==> config.mk <==
export PLATFORM = sky130hd
export DESIGN_NAME = instr_fetch
export DESIGN_NICKNAME = d
export VERILOG_FILES = /design/src/rtl/cpu_pkg.sv /design/src/rtl/fetch_fifo.sv /design/src/rtl/instr_fetch.sv
export SDC_FILE = /design/constraint.sdc
export NUM_CORES = 1
export LEC_CHECK = 0
export CORE_MARGIN = 2
export CORE_UTILIZATION = 55
export DETAILED_ROUTE_END_ITERATION = 8
export PLACE_DENSITY = 0.83
export RECOVER_POWER = 100
export SYNTH_ARGS = -nofsm -noshare
export SYNTH_HDL_FRONTEND = slang
export SYNTH_HIERARCHICAL = 1
export SYNTH_SLANG_ARGS = --single-unit
==> constraint.sdc <==
create_clock -name clk -period 3.64 [get_ports clk]
set_input_delay 0.728 -clock clk [delete_from_list [all_inputs] [get_ports clk]]
set_output_delay 0.728 -clock clk [all_outputs]
set_load 0.005 [all_outputs]
==> src/rtl/cpu_pkg.sv <==
// cpu_pkg: shared CPU-wide definitions.
//   CPU_ADDR_SIZE / CPU_INSTR_SIZE : default instruction address and word widths
//   fetch_entry_t                  : {ip, instr} pair as delivered to the decoder
//   countWidth()                   : width of a 0..depth counter
package cpu_pkg;

  localparam int CPU_ADDR_SIZE  = 16;
  localparam int CPU_INSTR_SIZE = 32;

  typedef struct packed {
    logic [CPU_ADDR_SIZE-1:0]  ip;
    logic [CPU_INSTR_SIZE-1:0] instr;
  } fetch_entry_t;

  // A counter that must hold the value "depth" itself needs one extra bit.
  function automatic int countWidth(input int depth);
    return $clog2(depth) + 1;
  endfunction

endpackage

==> src/rtl/fetch_fifo.sv <==
// fetch_fifo: synchronous circular FIFO holding prefetched instructions.
//   clk, rst  : clock, asynchronous active-high reset
//   push_i    : write wdata_i at the tail
//   wdata_i   : entry to write
//   pop_i     : drop the head entry
//   flush_i   : empty the FIFO (wins over push/pop)
//   count_o   : number of stored entries, 0..DEPTH
//   rdata_o   : head entry (valid when count_o != 0)
// DEPTH must be a power of two; the pointers carry one extra bit so that
// full and empty remain distinguishable after wrap-around.
module fetch_fifo #(
  parameter int DATA_SIZE = 48,
  parameter int DEPTH     = 4
) (
  input  logic                   clk,
  input  logic                   rst,
  input  logic                   push_i,
  input  logic [DATA_SIZE-1:0]   wdata_i,
  input  logic                   pop_i,
  input  logic                   flush_i,
  output logic [$clog2(DEPTH):0] count_o,
  output logic [DATA_SIZE-1:0]   rdata_o
);

  localparam int AW = $clog2(DEPTH);
  localparam logic [AW:0] PTR_ONE = (AW+1)'(1);

  logic [AW:0]          wrPtr_q, wrPtr_d;
  logic [AW:0]          rdPtr_q, rdPtr_d;
  logic [DATA_SIZE-1:0] mem_q [DEPTH];

  // Pointer update: flush returns both pointers to the origin, otherwise
  // push and pop advance their own pointer independently.
  always_comb begin
    wrPtr_d = wrPtr_q;
    rdPtr_d = rdPtr_q;
    if (flush_i) begin
      wrPtr_d = '0;
      rdPtr_d = '0;
    end else begin
      if (push_i) wrPtr_d = wrPtr_q + PTR_ONE;
      if (pop_i)  rdPtr_d = rdPtr_q + PTR_ONE;
    end
  end

  // Pointer registers.
  always_ff @(posedge clk or posedge rst) begin
    if (rst) begin
      wrPtr_q <= '0;
      rdPtr_q <= '0;
    end else begin
      wrPtr_q <= wrPtr_d;
      rdPtr_q <= rdPtr_d;
    end
  end

  // Storage needs no reset: an entry is only read after it has been written.
  always_ff @(posedge clk) begin
    if (push_i && !flush_i) mem_q[wrPtr_q[AW-1:0]] <= wdata_i;
  end

  assign count_o = wrPtr_q - rdPtr_q;
  assign rdata_o = mem_q[rdPtr_q[AW-1:0]];

endmodule

==> src/rtl/instr_fetch.sv <==
// instr_fetch: instruction-fetch front end with a request/response memory port.
//   clk, rst       : clock, asynchronous active-high reset
//   mem_req_*      : fetch request (valid/ready) and address
//   mem_resp_*     : in-order responses, no backpressure
//   redirect(_addr): taken jump; flushes the prefetch FIFO, restarts fetch
//   out_*          : {ip, instr} towards the decoder (valid/ready)
//   occupancy      : prefetch FIFO entry count
// Requests are only issued while in-flight requests plus stored entries stay
// below DEPTH, so every response always finds room in the FIFO.
module instr_fetch
  import cpu_pkg::*;
#(
  parameter int                   ADDR_SIZE  = CPU_ADDR_SIZE,
  parameter int                   INSTR_SIZE = CPU_INSTR_SIZE,
  parameter int                   DEPTH      = 4,
  parameter logic [ADDR_SIZE-1:0] INCR       = ADDR_SIZE'(1),
  parameter logic [ADDR_SIZE-1:0] RESET_ADDR = '0
) (
  input  logic                          clk,
  input  logic                          rst,
  output logic                          mem_req_valid,
  input  logic                          mem_req_ready,
  output logic [ADDR_SIZE-1:0]          mem_req_addr,
  input  logic                          mem_resp_valid,
  input  logic [INSTR_SIZE-1:0]         mem_resp_data,
  input  logic                          redirect,
  input  logic [ADDR_SIZE-1:0]          redirect_addr,
  output logic                          out_valid,
  input  logic                          out_ready,
  output logic [INSTR_SIZE-1:0]         out_instr,
  output logic [ADDR_SIZE-1:0]          out_ip,
  output logic [countWidth(DEPTH)-1:0]  occupancy
);

  localparam int CW = countWidth(DEPTH);
  localparam int EW = ADDR_SIZE + INSTR_SIZE;
  localparam logic [CW-1:0] CNT_ONE   = CW'(1);
  localparam logic [CW:0]   DEPTH_LIM = (CW+1)'(DEPTH);

  logic [ADDR_SIZE-1:0] fetchIp_q, fetchIp_d;
  logic [ADDR_SIZE-1:0] respIp_q, respIp_d;
  logic [CW-1:0]        outstanding_q, outstanding_d;
  logic [CW-1:0]        discard_q, discard_d;

  logic [CW-1:0] count;
  logic [EW-1:0] head;
  logic [CW:0]   creditUsed;
  logic          reqFire;
  logic          respKeep;
  logic          popFire;

  // Credits are computed from registered counts only, one bit wider so the
  // sum cannot overflow.
  assign creditUsed    = {1'b0, outstanding_q} + {1'b0, count};
  assign mem_req_valid = !rst && !redirect && (creditUsed < DEPTH_LIM);
  assign mem_req_addr  = fetchIp_q;
  assign reqFire       = mem_req_valid && mem_req_ready;

  assign respKeep  = mem_resp_valid && !redirect && (discard_q == '0);
  assign out_valid = (count != '0) && !redirect;
  assign popFire   = out_valid && out_ready;

  // Next-state for fetch/response pointers and the two request counters.
  // A redirect turns every request still in flight after this edge into a
  // stale one; the response arriving in the redirect cycle is dropped.
  always_comb begin
    fetchIp_d     = fetchIp_q;
    respIp_d      = respIp_q;
    discard_d     = discard_q;
    outstanding_d = outstanding_q;
    if (reqFire)        outstanding_d = outstanding_d + CNT_ONE;
    if (mem_resp_valid) outstanding_d = outstanding_d - CNT_ONE;
    if (redirect) begin
      fetchIp_d = redirect_addr;
      respIp_d  = redirect_addr;
      discard_d = mem_resp_valid ? (outstanding_q - CNT_ONE) : outstanding_q;
    end else begin
      if (reqFire) fetchIp_d = fetchIp_q + INCR;
      if (mem_resp_valid) begin
        if (discard_q != '0) discard_d = discard_q - CNT_ONE;
        else                 respIp_d  = respIp_q + INCR;
      end
    end
  end

  // State registers.
  always_ff @(posedge clk or posedge rst) begin
    if (rst) begin
      fetchIp_q     <= RESET_ADDR;
      respIp_q      <= RESET_ADDR;
      outstanding_q <= '0;
      discard_q     <= '0;
    end else begin
      fetchIp_q     <= fetchIp_d;
      respIp_q      <= respIp_d;
      outstanding_q <= outstanding_d;
      discard_q     <= discard_d;
    end
  end

  fetch_fifo #(
    .DATA_SIZE (EW),
    .DEPTH     (DEPTH)
  ) u_fifo (
    .clk     (clk),
    .rst     (rst),
    .push_i  (respKeep),
    .wdata_i ({respIp_q, mem_resp_data}),
    .pop_i   (popFire),
    .flush_i (redirect),
    .count_o (count),
    .rdata_o (head)
  );

  assign out_ip    = head[EW-1 -: ADDR_SIZE];
  assign out_instr = head[INSTR_SIZE-1:0];
  assign occupancy = count;

  // A response with nothing in flight means the memory broke the protocol.
  respHasRequest: assert property (@(posedge clk) disable iff (rst)
    mem_resp_valid |-> (outstanding_q != '0));

endmodule

==> run_results.csv <==
group,metric,value,unit
hold_path,hp-class,"register to register",
timing,fin_tns_setup,0,ns
power,power.density,529,mW/mm²
place,place_ws,0.181,ns
yosys,synth_seq_cells,236,
yosys,avgSynthCellArea,17.7,µm²
yosys,yosysTopAreaCellShare,59.2,%
timing,fin_crit_sh,97.3,%
setup_path,critical_path_required,2.91,ns
die,core-area,0.0173,mm²
global_route,grt_pass1_vias,5708,
place,finalWeightedCongestion,0.872,
final_layout,final.fill_count,1117,
status,violations,"max-capacitance violations, max-slew violations",
hold_path,worstHoldEndpoint,"mem_req_addr[10]$_DFFE_PP0P_",
power,power.leakage,4.12,nW
setup_path,endpoint_kind,"output pin",
timing,maxSlewViolCount,39,
setup_path,rr_startpoint,"discard_q[0]$_DFFE_PP0P_",
timing,skew,0.0149,ns
clock_tree,clk_latency,0.51,ns
clock_tree,cts_tree,"done",
die,start_util,56.3,%
clock_tree,path_clk_slew,0.06,ns
global_route,grt.total_usage,21.3,%
final_layout,regArea,0.00687,mm²
setup_path,r2r_end,"u_fifo/mem_q[2][37]$_DFFE_PP_",
route,routed_via_density,5.83,
timing,worstMarginPinSlew,2.04,ns
timing,fin_crit,3.54,ns
yosys,synth_ff_type,"edfxtp_1",
route,wl,19.4,mm
die,ios,123,
clock_tree,cts_buffer_depth,3,
route,wl_per_cell,20.6,µm
setup_path,cp_slowest_cell,"clkdlybuf4s50_1",
hold_path,min_path_cells,1,
timing,setup_viol,0,
die,die_w,137,µm
final_layout,areaGrowthSynthToFinish,23.1,%
route,vias,5491,
timing,finalHoldViolations,0,
job,cap_violations,1,
yosys,syn-cell-area,0.00974,mm²
yosys,synth.distinct_cells,53,
yosys,synthArstFlopShare,18.6,%
final_layout,nets,768,
setup_path,worstPathArrival,2.82,ns
final_layout,fin_cells,942,
die,rows,48,
power,ir_drop,0.000347,V
timing,rsz0062_at_grt,"no",
yosys,synth_area_leaders,"edfxtp_1 59%, dfrtp_1 11%, mux4_2 11%, ha_1 1.9%, xnor2_1 1.3%",
setup_path,cpPeakStageDelay,0.55,ns
route,dr.pass1.iters,5,
global_route,grt_max_degree,51,
yosys,synthCells,551,
hold_path,hold_start,"mem_req_addr[10]$_DFFE_PP0P_",
timing,max_freq,282,MHz
timing,slew-limit-headroom,-36.2,%
place,io_buffers,122,
timing,setup_ws,0.0968,ns
final_layout,drive_above_1_share,14.7,%
route,initialDrtViolationCount,509,
setup_path,path_cells,"inv_1, ha_1, fa_2, xnor2_2, xnor2_2, buf_4, nor3_1, nor2_1, clkdlybuf4s50_1",
global_route,antenna_found_initial,2,
die,die_area,0.0188,mm²
setup_path,setup.worst_path.start_class,"register",
clock_tree,clock-sinks,236,
place,dp_cells,894,
place,dpl.hpwl,12.3,mm
setup_path,path_max_fanout,3,
status,outcome,"finished with violations",
setup_path,cp_common_cell,"xnor2_2",
yosys,synth_edf_count,192,
final_layout,multi_input_area,0.00263,mm²
yosys,ys_seq_area_share,70.5,%
setup_path,worst-setup-path-type,"register to output pin",
route,drc,0,
clock_tree,h-tree-depth,1,
die,die_h,137,µm
yosys,synth_nets,621,
global_route,overflow,0,
clock_tree,numCtsBuffers,23,
setup_path,reg2reg_slack,0.31,ns
route,ant_nets,0,
yosys,yosysTopAreaCell,"edfxtp_1",
setup_path,worst_r2r_path_depth,7,
yosys,yosysWarningCount,6,
global_route,grt_pass1_wl,30.5,mm
clock_tree,cts_root_buf,"clkbuf_16",
==> per-stage QoR <==
step                cell area (µm²)  power (mW)  util [%]  hold slack (ns)
floorplan                      9740        3.66         -            0.489
global placement              11300        3.98      65.5            0.517
detailed placement            11300        4.02      65.5            0.535
CTS                           12100        6.44      70.2            0.560
global route                  12000        6.58      69.4            0.593
finish                        12000        6.34      69.4            0.556
==> kinds of logic after synthesis <==
logic type | count (synthesis) | synth area share, %
xor+xnor | 20 | 1.80
compound gates | 59 | 4.10
fa+ha+maj | 16 | 2.13
simple gates | 119 | 6.83
buf+inv | 43 | 2.44
mux | 58 | 12.2
flops | 236 | 70.5
==> per-layer routing <==
metal  up-vias  routed length (µm)  track usage [%]
met5         -                   0                0
met3        28                1370             4.22
li1       2494                   -                -
met1      2746                8090             28.8
met4         0                 352             5.21
met2       223                9580             35.8
==> synth_stat cells, drive strengths merged, types with 2 or more instances <==
| master | count |
|---|---|
| xnor2 | 14 |
| nor2 | 15 |
| a211o | 2 |
| a31oi | 7 |
| inv | 21 |
| buf | 19 |
| nor4 | 6 |
| nor3b | 2 |
| a21oi | 11 |
| clkbuf | 2 |
| o31a | 3 |
| nand3 | 14 |
| mux2i | 8 |
| nand4 | 10 |
| and4 | 5 |
| nand3b | 3 |
| nand2 | 31 |
| o21bai | 3 |
| mux2 | 2 |
| o21ai | 13 |
| and2 | 7 |
| mux4 | 48 |
| nor3 | 5 |
| ha | 15 |
| edfxtp | 192 |
| nor2b | 2 |
| or3 | 6 |
| and3 | 4 |
| o211ai | 8 |
| xor2 | 6 |
| dfrtp | 44 |
| or4 | 6 |
| a21bo | 2 |
| o31ai | 4 |
==> placed cells by master (no fill, tap or decap), types with 11 or more instances in the layout <==
cell / count
dfrtp_1: 42
clkdlybuf4s50_1: 20
ha_1: 15
a21oi_1: 11
dlygate4sd3_1: 101
o21ai_0: 13
xnor2_1: 12
edfxtp_1: 192
nand3_1: 14
clkbuf_1: 12
inv_1: 21
nor2_1: 15
mux4_2: 46
nand2_1: 31
clkbuf_16: 23
==> final cells by class <==
class                           instances  area share, %
Antenna cell                            2         0.0417
Clock buffer                           29           4.99
Clock inverter                         13           1.47
Inverter                               22          0.688
Multi-Input combinational cell        272           22.0
Sequential cell                       236           57.3
Tap cell                              225           2.35
Timing Repair Buffer                  143           11.2
==> sequential cells by signal, indices dropped and copies added (netlist names) <==
register,count
discard_q,3
mem_req_addr,16
outstanding_q,3
respIp_q,16
u_fifo/mem_q,192
u_fifo/rdPtr_q,3
u_fifo/wrPtr_q,3
==> what timing repair did <==
item	CTS	global route
buffers inserted	3	1
pin swaps	2	1
gates resized for setup	3	2
hold buffers	0	0
setup endpoints to repair	1	48
==> worst max-delay path: cells and delay by family (launching register included) <==
kind | cells | cell delay (ns)
XOR/XNOR | 2 | 0.35
adder cells (fa/ha/maj) | 2 | 0.57
flip-flops | 1 | 0.37
buffers and inverters | 3 | 0.78
AND/OR/NAND/NOR | 2 | 0.24
==> report_power, final <==
| group | switching [mW] | internal, mW |
|---|---|---|
| clock | 0.951 | 1.46 |
| sequential | 0.116 | 3.04 |
| combinational | 0.371 | 0.408 |
==> how the worst max path moves through the flow <==
stage / startpoint / to / slack [ns] / depth (start not counted)
2_1_floorplan: redirect / u_fifo/mem_q[0][0]$_DFFE_PP_ / 0.46 / 5
3_3_place_gp: u_fifo/wrPtr_q[0]$_DFFE_PP0P_ / mem_req_valid / 0.31 / 9
3_5_place_dp: u_fifo/wrPtr_q[0]$_DFFE_PP0P_ / mem_req_valid / 0.18 / 9
4_1_cts: u_fifo/rdPtr_q[0]$_DFFE_PP0P_ / out_ip[8] / 0.002 / 3
5_1_grt: u_fifo/wrPtr_q[0]$_DFFE_PP0P_ / out_valid / 0.007 / 9
6_report: u_fifo/wrPtr_q[0]$_DFFE_PP0P_ / out_valid / 0.1 / 9
Power figures use the tool's default switching activity.
